--- src/rtl/proc_ctrl_pkg.sv ---
// Shared types and constants for the processor run/step controller.
package proc_ctrl_pkg;

  typedef enum logic [1:0] {
    PAUSE = 2'b00,
    RUN   = 2'b01,
    STEP  = 2'b10,
    HALT  = 2'b11
  } ctrl_state_e;

  localparam int STEP_CNT_W   = 14;
  localparam int STEP_CNT_MAX = 9999;

  // Decimal-range increment: the counter feeds a 4-digit display, so it wraps 9999 -> 0.
  function automatic logic [STEP_CNT_W-1:0] step_cnt_inc(input logic [STEP_CNT_W-1:0] v);
    if (v == STEP_CNT_W'(STEP_CNT_MAX)) begin
      return '0;
    end
    return v + STEP_CNT_W'(1);
  endfunction

endpackage

--- src/rtl/tick_prescaler.sv ---
// Free-running divider used in RUN: counts 0..DIV-1 while enabled and is held
// at 0 otherwise, so every entry into RUN starts a full period.
module tick_prescaler #(
  parameter int DIV = 10_000_000
) (
  input  logic clk,
  input  logic rst,
  input  logic en,
  output logic tick
);

  localparam int            CW   = (DIV > 1) ? $clog2(DIV) : 1;
  localparam logic [CW-1:0] LAST = CW'(DIV - 1);

  logic [CW-1:0] cnt_q;
  logic [CW-1:0] cnt_d;

  // Tick is combinational so the controller can register proc_en in the same cycle.
  assign tick = en && (cnt_q == LAST);

  // Next count: wrap at DIV-1, clear whenever disabled.
  always_comb begin
    cnt_d = '0;
    if (en) begin
      cnt_d = (cnt_q == LAST) ? '0 : cnt_q + CW'(1);
    end
  end

  // Count register.
  always_ff @(posedge clk or negedge rst) begin
    if (!rst) begin
      cnt_q <= '0;
    end else begin
      cnt_q <= cnt_d;
    end
  end

endmodule

--- src/rtl/proc_step_ctrl.sv ---
// Run/step sequencer: produces the processor clock enable (periodic in RUN,
// one per step request in PAUSE, none in HALT) and a 0..9999 step counter
// for the FND display. Optional build macro PROC_CTRL_STEP_LIMIT_EN enables
// auto-halt when the step counter reaches STEP_LIMIT.
module proc_step_ctrl
  import proc_ctrl_pkg::*;
#(
  parameter int DIV        = 10_000_000,
  parameter int STEP_LIMIT = 9999
) (
  input  logic                  clk,
  input  logic                  rst,
  input  logic                  run_btn,
  input  logic                  step_btn,
  input  logic                  clr_btn,
  input  logic                  halt_req,
  output logic                  proc_en,
  output logic [1:0]            state,
  output logic [STEP_CNT_W-1:0] step_cnt
);

`ifdef PROC_CTRL_STEP_LIMIT_EN
  localparam bit LIMIT_EN = 1'b1;
`else
  localparam bit LIMIT_EN = 1'b0;
`endif
  localparam logic [STEP_CNT_W-1:0] LIMIT = STEP_CNT_W'(STEP_LIMIT);

  ctrl_state_e           state_q, state_d;
  logic                  proc_en_q, proc_en_d;
  logic [STEP_CNT_W-1:0] cnt_q, cnt_d;
  logic                  tick;

  tick_prescaler #(.DIV(DIV)) u_presc (
    .clk  (clk),
    .rst  (rst),
    .en   (state_q == RUN),
    .tick (tick)
  );

  // Next state, next enable and counter update; halt_req outranks every button.
  always_comb begin
    state_d   = state_q;
    proc_en_d = 1'b0;
    cnt_d     = cnt_q;

    // Count lags the enable by one cycle.
    if (proc_en_q) begin
      cnt_d = step_cnt_inc(cnt_q);
    end

    case (state_q)
      PAUSE: begin
        if (halt_req) begin
          state_d = HALT;
        end else if (run_btn) begin
          state_d = RUN;
        end else if (step_btn) begin
          state_d = STEP;
        end else if (clr_btn) begin
          cnt_d = '0;
        end
      end
      RUN: begin
        if (halt_req) begin
          state_d = HALT;
        end else if (run_btn) begin
          state_d = PAUSE;           // a tick coinciding with the pause press is dropped
        end else if (tick) begin
          proc_en_d = 1'b1;
        end
      end
      STEP: begin
        if (halt_req) begin
          state_d = HALT;
        end else begin
          state_d   = PAUSE;
          proc_en_d = 1'b1;
        end
      end
      HALT: begin
        if (clr_btn && !halt_req) begin
          state_d = PAUSE;
          cnt_d   = '0;
        end
      end
      default: state_d = PAUSE;
    endcase

    // Auto-halt on the edge where the count reaches the limit.
    if (LIMIT_EN && proc_en_q && (cnt_d == LIMIT)) begin
      state_d = HALT;
    end
  end

  // State, enable and counter registers.
  always_ff @(posedge clk or negedge rst) begin
    if (!rst) begin
      state_q   <= PAUSE;
      proc_en_q <= 1'b0;
      cnt_q     <= '0;
    end else begin
      state_q   <= state_d;
      proc_en_q <= proc_en_d;
      cnt_q     <= cnt_d;
    end
  end

  assign proc_en  = proc_en_q;
  assign state    = state_q;
  assign step_cnt = cnt_q;

endmodule
--- config.mk ---
export PLATFORM = sky130hd
export DESIGN_NAME = proc_step_ctrl
export DESIGN_NICKNAME = d
export VERILOG_FILES = /design/src/rtl/proc_ctrl_pkg.sv /design/src/rtl/tick_prescaler.sv /design/src/rtl/proc_step_ctrl.sv
export SDC_FILE = /design/constraint.sdc
export NUM_CORES = 1
export LEC_CHECK = 0
export BUFFER_PORTS_ARGS = -buffer_cell sky130_fd_sc_hd__buf_4
export CORE_MARGIN = 1.5
export CORE_UTILIZATION = 55
export CTS_BUF_LIST = sky130_fd_sc_hd__clkbuf_8 sky130_fd_sc_hd__clkbuf_16
export CTS_CLUSTER_SIZE = 8
export DETAILED_ROUTE_END_ITERATION = 12
export GPL_TIMING_DRIVEN = 0
export PLACE_DENSITY = 0.85
export SETUP_SLACK_MARGIN = 0.1
export SLEW_MARGIN = 5
export SYNTH_ARGS = -nofsm -noshare
export SYNTH_HDL_FRONTEND = slang
export SYNTH_SLANG_ARGS = --single-unit
--- constraint.sdc ---
create_clock -name clk -period 3.4 [get_ports clk]
set_input_delay 0.51 -clock clk [delete_from_list [all_inputs] [get_ports clk]]
set_output_delay 0.51 -clock clk [all_outputs]
set_load 0.03 [all_outputs]
==> results of run 1 <==
## worst max-delay path, cell delays in order, from the launching register on
cell                      delay (ns)
sky130_fd_sc_hd__dfrtp_1        0.39
sky130_fd_sc_hd__ha_1           0.26
sky130_fd_sc_hd__nand4_2        0.18
sky130_fd_sc_hd__or4_1          0.52
sky130_fd_sc_hd__buf_2          0.19
sky130_fd_sc_hd__or4_1          0.51
sky130_fd_sc_hd__a21oi_1        0.15
## where the power goes
group          switching (mW)  leakage (nW)  total [mW]  internal [mW]
clock                   0.156        0.0485       0.314          0.158
sequential             0.0313         0.567       0.547          0.516
combinational           0.244         0.442       0.369          0.126
## registers in the layout, indices dropped and copies added, names as in the netlist
| name | count |
|---|---|
| u_presc.cnt_q | 24 |
| state | 2 |
| proc_en | 1 |
| step_cnt | 14 |
## cells in the mapped netlist, types with 2 or more instances
| cell type | number | area (um2) |
|---|---|---|
| sky130_fd_sc_hd__xor2_1 | 8 | 70.1 |
| sky130_fd_sc_hd__ha_1 | 6 | 75.1 |
| sky130_fd_sc_hd__and3_1 | 5 | 31.3 |
| sky130_fd_sc_hd__a31o_2 | 2 | 17.5 |
| sky130_fd_sc_hd__and4_1 | 2 | 17.5 |
| sky130_fd_sc_hd__nor4_1 | 8 | 50.1 |
| sky130_fd_sc_hd__dfrtp_1 | 41 | 1030 |
| sky130_fd_sc_hd__buf_2 | 3 | 15.0 |
| sky130_fd_sc_hd__inv_1 | 8 | 30.0 |
| sky130_fd_sc_hd__o31ai_1 | 2 | 15.0 |
| sky130_fd_sc_hd__nand4_1 | 10 | 62.6 |
| sky130_fd_sc_hd__o21ai_0 | 9 | 45.0 |
| sky130_fd_sc_hd__mux2i_1 | 2 | 20.0 |
| sky130_fd_sc_hd__o41ai_1 | 2 | 17.5 |
| sky130_fd_sc_hd__or3_1 | 9 | 56.3 |
| sky130_fd_sc_hd__nand3_1 | 14 | 70.1 |
| sky130_fd_sc_hd__nor3_1 | 4 | 20.0 |
| sky130_fd_sc_hd__xnor2_1 | 15 | 131 |
| sky130_fd_sc_hd__a21oi_1 | 14 | 70.1 |
| sky130_fd_sc_hd__nor2_1 | 29 | 109 |
| sky130_fd_sc_hd__clkbuf_1 | 5 | 18.8 |
| sky130_fd_sc_hd__or4_1 | 3 | 22.5 |
| sky130_fd_sc_hd__nand2_1 | 17 | 63.8 |
| sky130_fd_sc_hd__and2_1 | 3 | 18.8 |
## per-layer routing
metal / wire (um) / part of all wire / GRT usage
met5: 0 / 0 / 0
met1: 2080 / 0.46 / 0.326
met4: 39 / 0.0086 / 0.0689
met3: 209 / 0.046 / 0.0511
met2: 2220 / 0.49 / 0.391
## how the worst min path moves through the flow
stage / to / cells after the start
after floorplan: proc_en / 0
after global placement: u_presc.cnt_q[0] / 1
after detailed placement: u_presc.cnt_q[0] / 1
after CTS: u_presc.cnt_q[8] / 1
after global routing: u_presc.cnt_q[0] / 1
final: u_presc.cnt_q[8] / 1
## logic make-up (layout without fill, tap and decap cells)
group,Yosys count,count (layout),share of synthesized area
compound gates,33,33,0.0879
xor+xnor,23,23,0.0913
fa+ha+maj,6,6,0.0340
buf+inv,16,45,0.0289
flops,41,41,0.465
mux,2,2,0.00908
simple gates,115,115,0.284
## cell type report
class	instances	area, um2
plain buffers	8	33.8
fillers	305	1230
repair buffers	22	165
well taps	48	60.1
clock buffers	6	82.6
multi-input cells	179	1120
flip-flops and latches	41	1030
clock inverters	1	3.75
inverters	8	30.0
==> metrics.log, run 1 <==
INFO  metric post_synthesis_cell_count = approximately 240
INFO  metric reg2reg_setup_slack = 1.14 ns
INFO  metric wire_per_inst = 14.5 um
INFO  metric post_cts_hold_buffers = 0
INFO  metric synth_warnings = 0
INFO  metric max_cap_violations = 0
INFO  metric layout-area-overhead-vs-synth = 14.1%
INFO  metric cts_resized = 0
INFO  metric tritoncts = done
INFO  metric place_ws = 1.04 ns
INFO  metric final.hold.worst_slack = 0.184 ns
INFO  metric rows = 22
INFO  metric leakage_power_of_the_design = 1.06 nW
INFO  metric finalHoldViolations = 0
INFO  metric grt_usage = 0.241
INFO  metric worst_slew_margin_rel = 0.663
INFO  metric numPlacedInstances = 306
INFO  metric criticalPathCategory = reg -> reg
INFO  metric critical_path.reg2reg.startpoint = u_presc.cnt_q[0]
INFO  metric via_per_inst = 5.82
INFO  metric drc_errors = 0
INFO  metric crit_path_max_fanout = 10
INFO  metric final.min_clock_period = about 2.3 ns
INFO  metric most-common-layout-cells = 41 x sky130_fd_sc_hd__dfrtp_1, 29 x sky130_fd_sc_hd__nor2_1, 22 x sky130_fd_sc_hd__buf_4
INFO  metric ratio_of_cells_with_drive_above_1_in_the_final_layout = 0.140
INFO  metric portBuffers = 22
INFO  metric die-height = 66.3 um
INFO  metric peakVddDrop = roughly 0.4 mV
INFO  metric initial_core_utilization = 0.589
INFO  metric wire_length_of_the_first_global_routing_pass = 8110 um
INFO  metric grt_antenna_before_repair = 0
INFO  metric r2r-end = u_presc.cnt_q[18]
INFO  metric number_of_buffers_inserted_to_repair_setup_after_cts = 0
INFO  metric report.power.total = 1.23 mW
INFO  metric outcome = finished, final reports clean
INFO  metric place_congestion = 0.902
INFO  metric netlist_area_pre_place = 2210 um2
INFO  metric finalSetupTns = 0 ns
INFO  metric num_vias = 1821
INFO  metric clk_path_buf_depth = 2
INFO  metric setup.worst_path.start_class = flop
INFO  metric final_util = 0.672
INFO  metric worst_pin_slew = ~0.50 ns
INFO  metric holdCritPathClass = in -> async
INFO  metric drt_first_iter_violations = 111
INFO  metric critical_path_launch_point = u_presc.cnt_q[0]
INFO  metric crit_path_end = u_presc.cnt_q[18]
INFO  metric grt_pass1_vias = 1709
INFO  metric slew_viol_final = 0
INFO  metric cts-htree-levels = 2
INFO  metric async_flop_share = 1.00
INFO  metric insertion_delay = 0.29 ns
INFO  metric tritoncts_num_sinks = roughly 40
INFO  metric post_layout_instance_area = 2520 um2
INFO  metric die-area = 4400 um2
INFO  metric worst_r2r_path_depth = 6
INFO  metric synth-main-ff-cell = sky130_fd_sc_hd__dfrtp_1
INFO  metric post_synth_num_cell_types = 39
INFO  metric final-setup-viol-count = 0
INFO  metric antenna_cells = 0
INFO  metric synth-edff-count = 0
INFO  metric routed_wl = ~4500 um
INFO  metric largest_net_degree_at_the_start_of_global_routing = 42
INFO  metric hpwlAfterDp = 3160 um
INFO  metric worst_ep_arrival_time = 2.48 ns
INFO  metric worst-endpoint-required = 3.62 ns
INFO  metric clk_root_buffer_cell = sky130_fd_sc_hd__clkbuf_8
INFO  metric aggregate_global_routing_overflow = 0
INFO  metric syn_avg_cell_area = 9.35 um2
INFO  metric layout.nets = 277
INFO  metric finish.cell_count_without_fillers = 313
INFO  metric ys_seq_elements = 41
INFO  metric core-area = 3740 um2
INFO  metric postPlaceCellArea = ~2400 um2
INFO  metric final_critical_path_setup_slack = between 1 and 1.5 ns
INFO  metric worst_setup_hold_path_clk_slew = 0.07 ns
INFO  metric chipWidth = 66.3 um
INFO  metric detailedRoute.firstPassIterationCount = 4
INFO  metric layout.cells.most_common = sky130_fd_sc_hd__dfrtp_1
INFO  metric max_freq = 0.443 GHz
INFO  metric worst_clock_skew = 0.00542 ns
INFO  metric grt_setup_unrepaired = no
INFO  metric min_period_over_period = 0.665
INFO  metric ys_seq_area_frac = 0.465
INFO  metric design.portCount = 23
INFO  metric cts_inserted_buffers = 5
INFO  metric power.density_cell_area = 489 nW/um2
INFO  metric final_antenna_net_count = 0
INFO  metric postSynthNetCount = approximately 250
INFO  metric cp-end-kind = flop
No activity file was read; power rests on OpenSTA's default activity.
==> run 2, diff against run 1 <==
Settings changed: ABC_AREA set to 1.
Clock period 3.4 ns to 2.3 ns, I/O delays scaled along.
==> run 2 against run 1 <==
  * Worst setup slack worse by 0.53 ns
  * Final cell count up 32%
  * Power up 50%
  * Die area up 9.7%
  * Fmax up 34%
  * Design area up 8.8%
  * Synthesized cell count up 42%
  * Combinational power up 57%
  * Clock power up 41%
  * Clock-buffer cell count down 1
  * Non-clock buffer count down 8
  * Area after synthesis up 10%
  * Critical path type unchanged
  * Largest power group unchanged
==> metrics.log, run 2 <==
INFO  metric synth_top_cells_by_count = 81 x sky130_fd_sc_hd__nor2_1, 80 x sky130_fd_sc_hd__nand2_1, 41 x sky130_fd_sc_hd__dfrtp_1, 40 x sky130_fd_sc_hd__inv_1, 17 x sky130_fd_sc_hd__nand3_1
INFO  metric gr-usage-met2 = 0.384 (-0.00770)
INFO  metric portBuffers = 22 (unchanged)
INFO  metric sw_frac_of_total = 0.377 (+0.0265)
INFO  metric post_synth_num_cell_types = 26 (-33%)
INFO  metric worst_setup_hold_path_clk_slew = 0.07 ns (about the same)
INFO  metric post_synthesis_cell_count = 334 (+42%)
INFO  metric outcome = finished, final reports clean
INFO  metric ratio_of_cells_with_drive_above_1_in_the_final_layout = 0.135 (-0.00501)
INFO  metric final-setup-viol-count = 0 (unchanged)
INFO  metric number_of_buffers_inserted_to_repair_setup_after_cts = 0 (unchanged)
INFO  metric synth_top_area_frac = 0.422 (-0.0431)
INFO  metric max_freq = 0.592 GHz (+34%)
INFO  metric ys_seq_elements = 41 (unchanged)
INFO  metric via_per_inst = 5.18 (-11%)
INFO  metric synth-edff-count = 0 (unchanged)
INFO  metric min_period_over_period = 0.734 (+0.0700)
INFO  metric tritoncts_num_sinks = 41 (unchanged)
INFO  metric cts_inserted_buffers = 5 (unchanged)
INFO  metric insertion_delay = 0.30 ns (about the same)
INFO  metric seqPwrFrac = 0.443 (-0.002)
INFO  metric final_antenna_net_count = 0 (unchanged)
INFO  metric wire_per_inst = 11.9 um (-18%)
INFO  metric initial_core_utilization = 0.591 (+0.00152)
INFO  metric most-common-layout-cells = 81 x sky130_fd_sc_hd__nor2_1, 80 x sky130_fd_sc_hd__nand2_1, 43 x sky130_fd_sc_hd__inv_1
INFO  metric worst_slew_margin_rel = 0.662 (-0.00117)
INFO  metric drt_first_iter_violations = 158 (+42%)
INFO  metric cts-htree-levels = 2 (unchanged)
INFO  metric clk_root_buffer_cell = sky130_fd_sc_hd__clkbuf_8
INFO  metric largest_reg_flops = 24 (unchanged)
INFO  metric layout.cells.most_common = sky130_fd_sc_hd__nor2_1
INFO  metric final.min_clock_period = 1.69 ns (-0.570 ns)
INFO  metric grt_antenna_before_repair = 0 (unchanged)
INFO  metric die-area = 4830 um2 (+9.7%)
INFO  metric criticalPathCategory = reg -> reg
INFO  metric grt_usage = 0.225 (-0.0164)
INFO  metric crit_path_max_fanout = 10 (unchanged)
INFO  metric numPlacedInstances = 406 (+33%)
INFO  metric final.hold.worst_slack = 0.0145 ns (-0.169 ns)
INFO  metric tritoncts = done
INFO  metric holdCritPathClass = in -> async
INFO  metric rows = 23 (+4.5%)
INFO  metric finalSetupTns = 0 ns (unchanged)
INFO  metric cp-end-kind = flop
INFO  metric registers.top_by_ff_count = u_presc.cnt_q
INFO  metric report.power.total = 1.84 mW (+50%)
INFO  metric cts_resized = 0 (unchanged)
INFO  metric aggregate_global_routing_overflow = 0 (unchanged)
INFO  metric worst_pin_slew = 0.507 ns (+0.00638 ns)
INFO  metric place_congestion = 0.948 (+5.1%)
INFO  metric critical_path.n_buffers_inverters = 3 (+2)
INFO  metric design.portCount = 23 (unchanged)
INFO  metric antenna_cells = 0 (unchanged)
INFO  metric syn_avg_cell_area = 7.28 um2 (-22%)
INFO  metric postPlaceCellArea = 2660 um2 (+9.4%)
INFO  metric most_congested_layer_reported_by_global_routing = met2
INFO  metric gr-usage-met3 = 0.0422 (-0.00896)
INFO  metric finalHoldViolations = 0 (unchanged)
INFO  metric num_vias = 2146 (+18%)
INFO  metric synth.most_common_cell = sky130_fd_sc_hd__nor2_1
INFO  metric max_cap_violations = 0 (unchanged)
INFO  metric synth_warnings = 0 (unchanged)
INFO  metric gr-usage-met1 = 0.264 (-0.0619)
INFO  metric clock_power_share = 0.241 (-0.014)
INFO  metric netlist_area_pre_place = 2430 um2 (+10%)
INFO  metric setup.worst_path.start_class = flop
INFO  metric worst_ep_arrival_time = 1.91 ns (-0.57 ns)
INFO  metric clk_path_buf_depth = 2 (unchanged)
INFO  metric drc_errors = 0 (unchanged)
INFO  metric worst_clock_skew = 0.00384 ns (-0.00158 ns)
INFO  metric hpwlAfterDp = 3650 um (+15%)
INFO  metric grt_pass1_vias = 2115 (+24%)
INFO  metric layout.nets = 375 (+35%)
INFO  metric detailedRoute.firstPassIterationCount = 4 (unchanged)
INFO  metric core-area = 4120 um2 (+9.9%)
INFO  metric peakVddDrop = 0.501 mV (+28%)
INFO  metric largest_net_degree_at_the_start_of_global_routing = 42 (unchanged)
INFO  metric reg2reg_setup_slack = 0.61 ns (-0.53 ns)
INFO  metric worst_path_largest_cell_delay = 0.42 ns (-0.10 ns)
INFO  metric combPwrFrac = 0.316 (+0.016)
INFO  metric power.density_cell_area = 672 nW/um2 (+37%)
INFO  metric leakage_power_of_the_design = 1.30 nW (+23%)
INFO  metric post-synth-top-area-cell = sky130_fd_sc_hd__dfrtp_1
INFO  metric die-height = 69.5 um (+4.8%)
INFO  metric worst-endpoint-required = 2.52 ns (-1.10 ns)
INFO  metric cellInternalPower = 1.15 mW (+43%)
INFO  metric dominant_cells_by_area_after_synthesis = sky130_fd_sc_hd__dfrtp_1 42%, sky130_fd_sc_hd__nor2_1 13%, sky130_fd_sc_hd__nand2_1 12%, sky130_fd_sc_hd__inv_1 6.2%, sky130_fd_sc_hd__xor2_1 3.6%
INFO  metric cpMaxStageDelayCell = sky130_fd_sc_hd__dfrtp_1
INFO  metric switching_power = 0.693 mW (+61%)
INFO  metric postSynthNetCount = 346 (+40%)
INFO  metric finish.cell_count_without_fillers = 414 (+32%)
INFO  metric synth-main-ff-cell = sky130_fd_sc_hd__dfrtp_1
INFO  metric post_cts_hold_buffers = 0 (unchanged)
INFO  metric grt_setup_unrepaired = no
INFO  metric ys_seq_area_frac = 0.422 (-0.0431)
INFO  metric routed_wl = 4950 um (+8.7%)
INFO  metric cell_family_with_the_largest_share_of_critical_path_delay = buffers and inverters
INFO  metric slew_viol_final = 0 (unchanged)
INFO  metric async_flop_share = 1.00 (unchanged)
INFO  metric layout-area-overhead-vs-synth = 12.7%
INFO  metric post_layout_instance_area = 2740 um2 (+8.8%)
INFO  metric chipWidth = 69.5 um (+4.8%)
INFO  metric wire_length_of_the_first_global_routing_pass = 8780 um (+8.2%)
INFO  metric timing.critical_path.cells = inv_1 > ha_1 > clkinv_1 > nor2_4 > inv_4 > nor2_1
## run 2: through the flow
| stage | worst slack (ns) | util |
|---|---|---|
| 5_1_grt | 0.495 | 0.666 |
| 2_1_floorplan | 0.650 | - |
| 3_5_place_dp | 0.635 | 0.646 |
| 4_1_cts | 0.633 | 0.666 |
| 3_3_place_gp | 0.667 | 0.646 |
| 6_report | 0.611 | 0.666 |
## run 2: worst register-to-register path, delay by kind of cell, from the launching register on
kind | cells | cell delay (ns)
buf+inv | 3 | 0.55
flops | 1 | 0.42
simple gates | 2 | 0.44
fa+ha+maj | 1 | 0.22
## run 2: cell type report
cell class              count  area [um2]
clock buffers               5        68.8
clock inverters             3        11.3
fillers                   350        1380
inverters                  43         164
multi-input cells         250        1240
flip-flops and latches     41        1030
well taps                  50        62.6
repair buffers             22         165
## run 2: cell families after synthesis
logic type	synth area share
compound gates	0.0335
xor+xnor	0.0504
simple gates	0.392
flops	0.422
fa+ha+maj	0.0309
buf+inv	0.0674
mux	0.00412
## run 2: path summary, 6_finish.rpt
| check | start | endpoint | cells after the start |
|---|---|---|---|
| min in group clk | halt_req | proc_en | 4 |
| worst max-delay path | state[1] | u_presc.cnt_q[3] | 6 |
| worst min-delay path | rst | step_cnt[4] | 1 |
| worst max register to register | state[1] | u_presc.cnt_q[3] | 6 |
| worst min register to register | u_presc.cnt_q[0] | u_presc.cnt_q[0] | 1 |
| max in group asynchronous | rst | u_presc.cnt_q[19] | 1 |
## run 2: power by group through the flow
| stage | logic [mW] | clock network (mW) | registers [mW] |
|---|---|---|---|
| after floorplan | 0.354 | 0 | 0.881 |
| after global placement | 0.579 | 0 | 0.826 |
| after detailed placement | 0.592 | 0 | 0.829 |
| after CTS | 0.593 | 0.454 | 0.814 |
| after global routing | 0.659 | 0.482 | 0.822 |
| final | 0.581 | 0.444 | 0.815 |
## run 2: per-layer routing
layer | wire [um] | up-vias | part of all wire
li1 | - | 1087 | -
met1 | 2120 | 991 | 0.43
met2 | 2460 | 52 | 0.50
met3 | 224 | 16 | 0.045
met4 | 134 | 0 | 0.027
met5 | 0 | - | 0
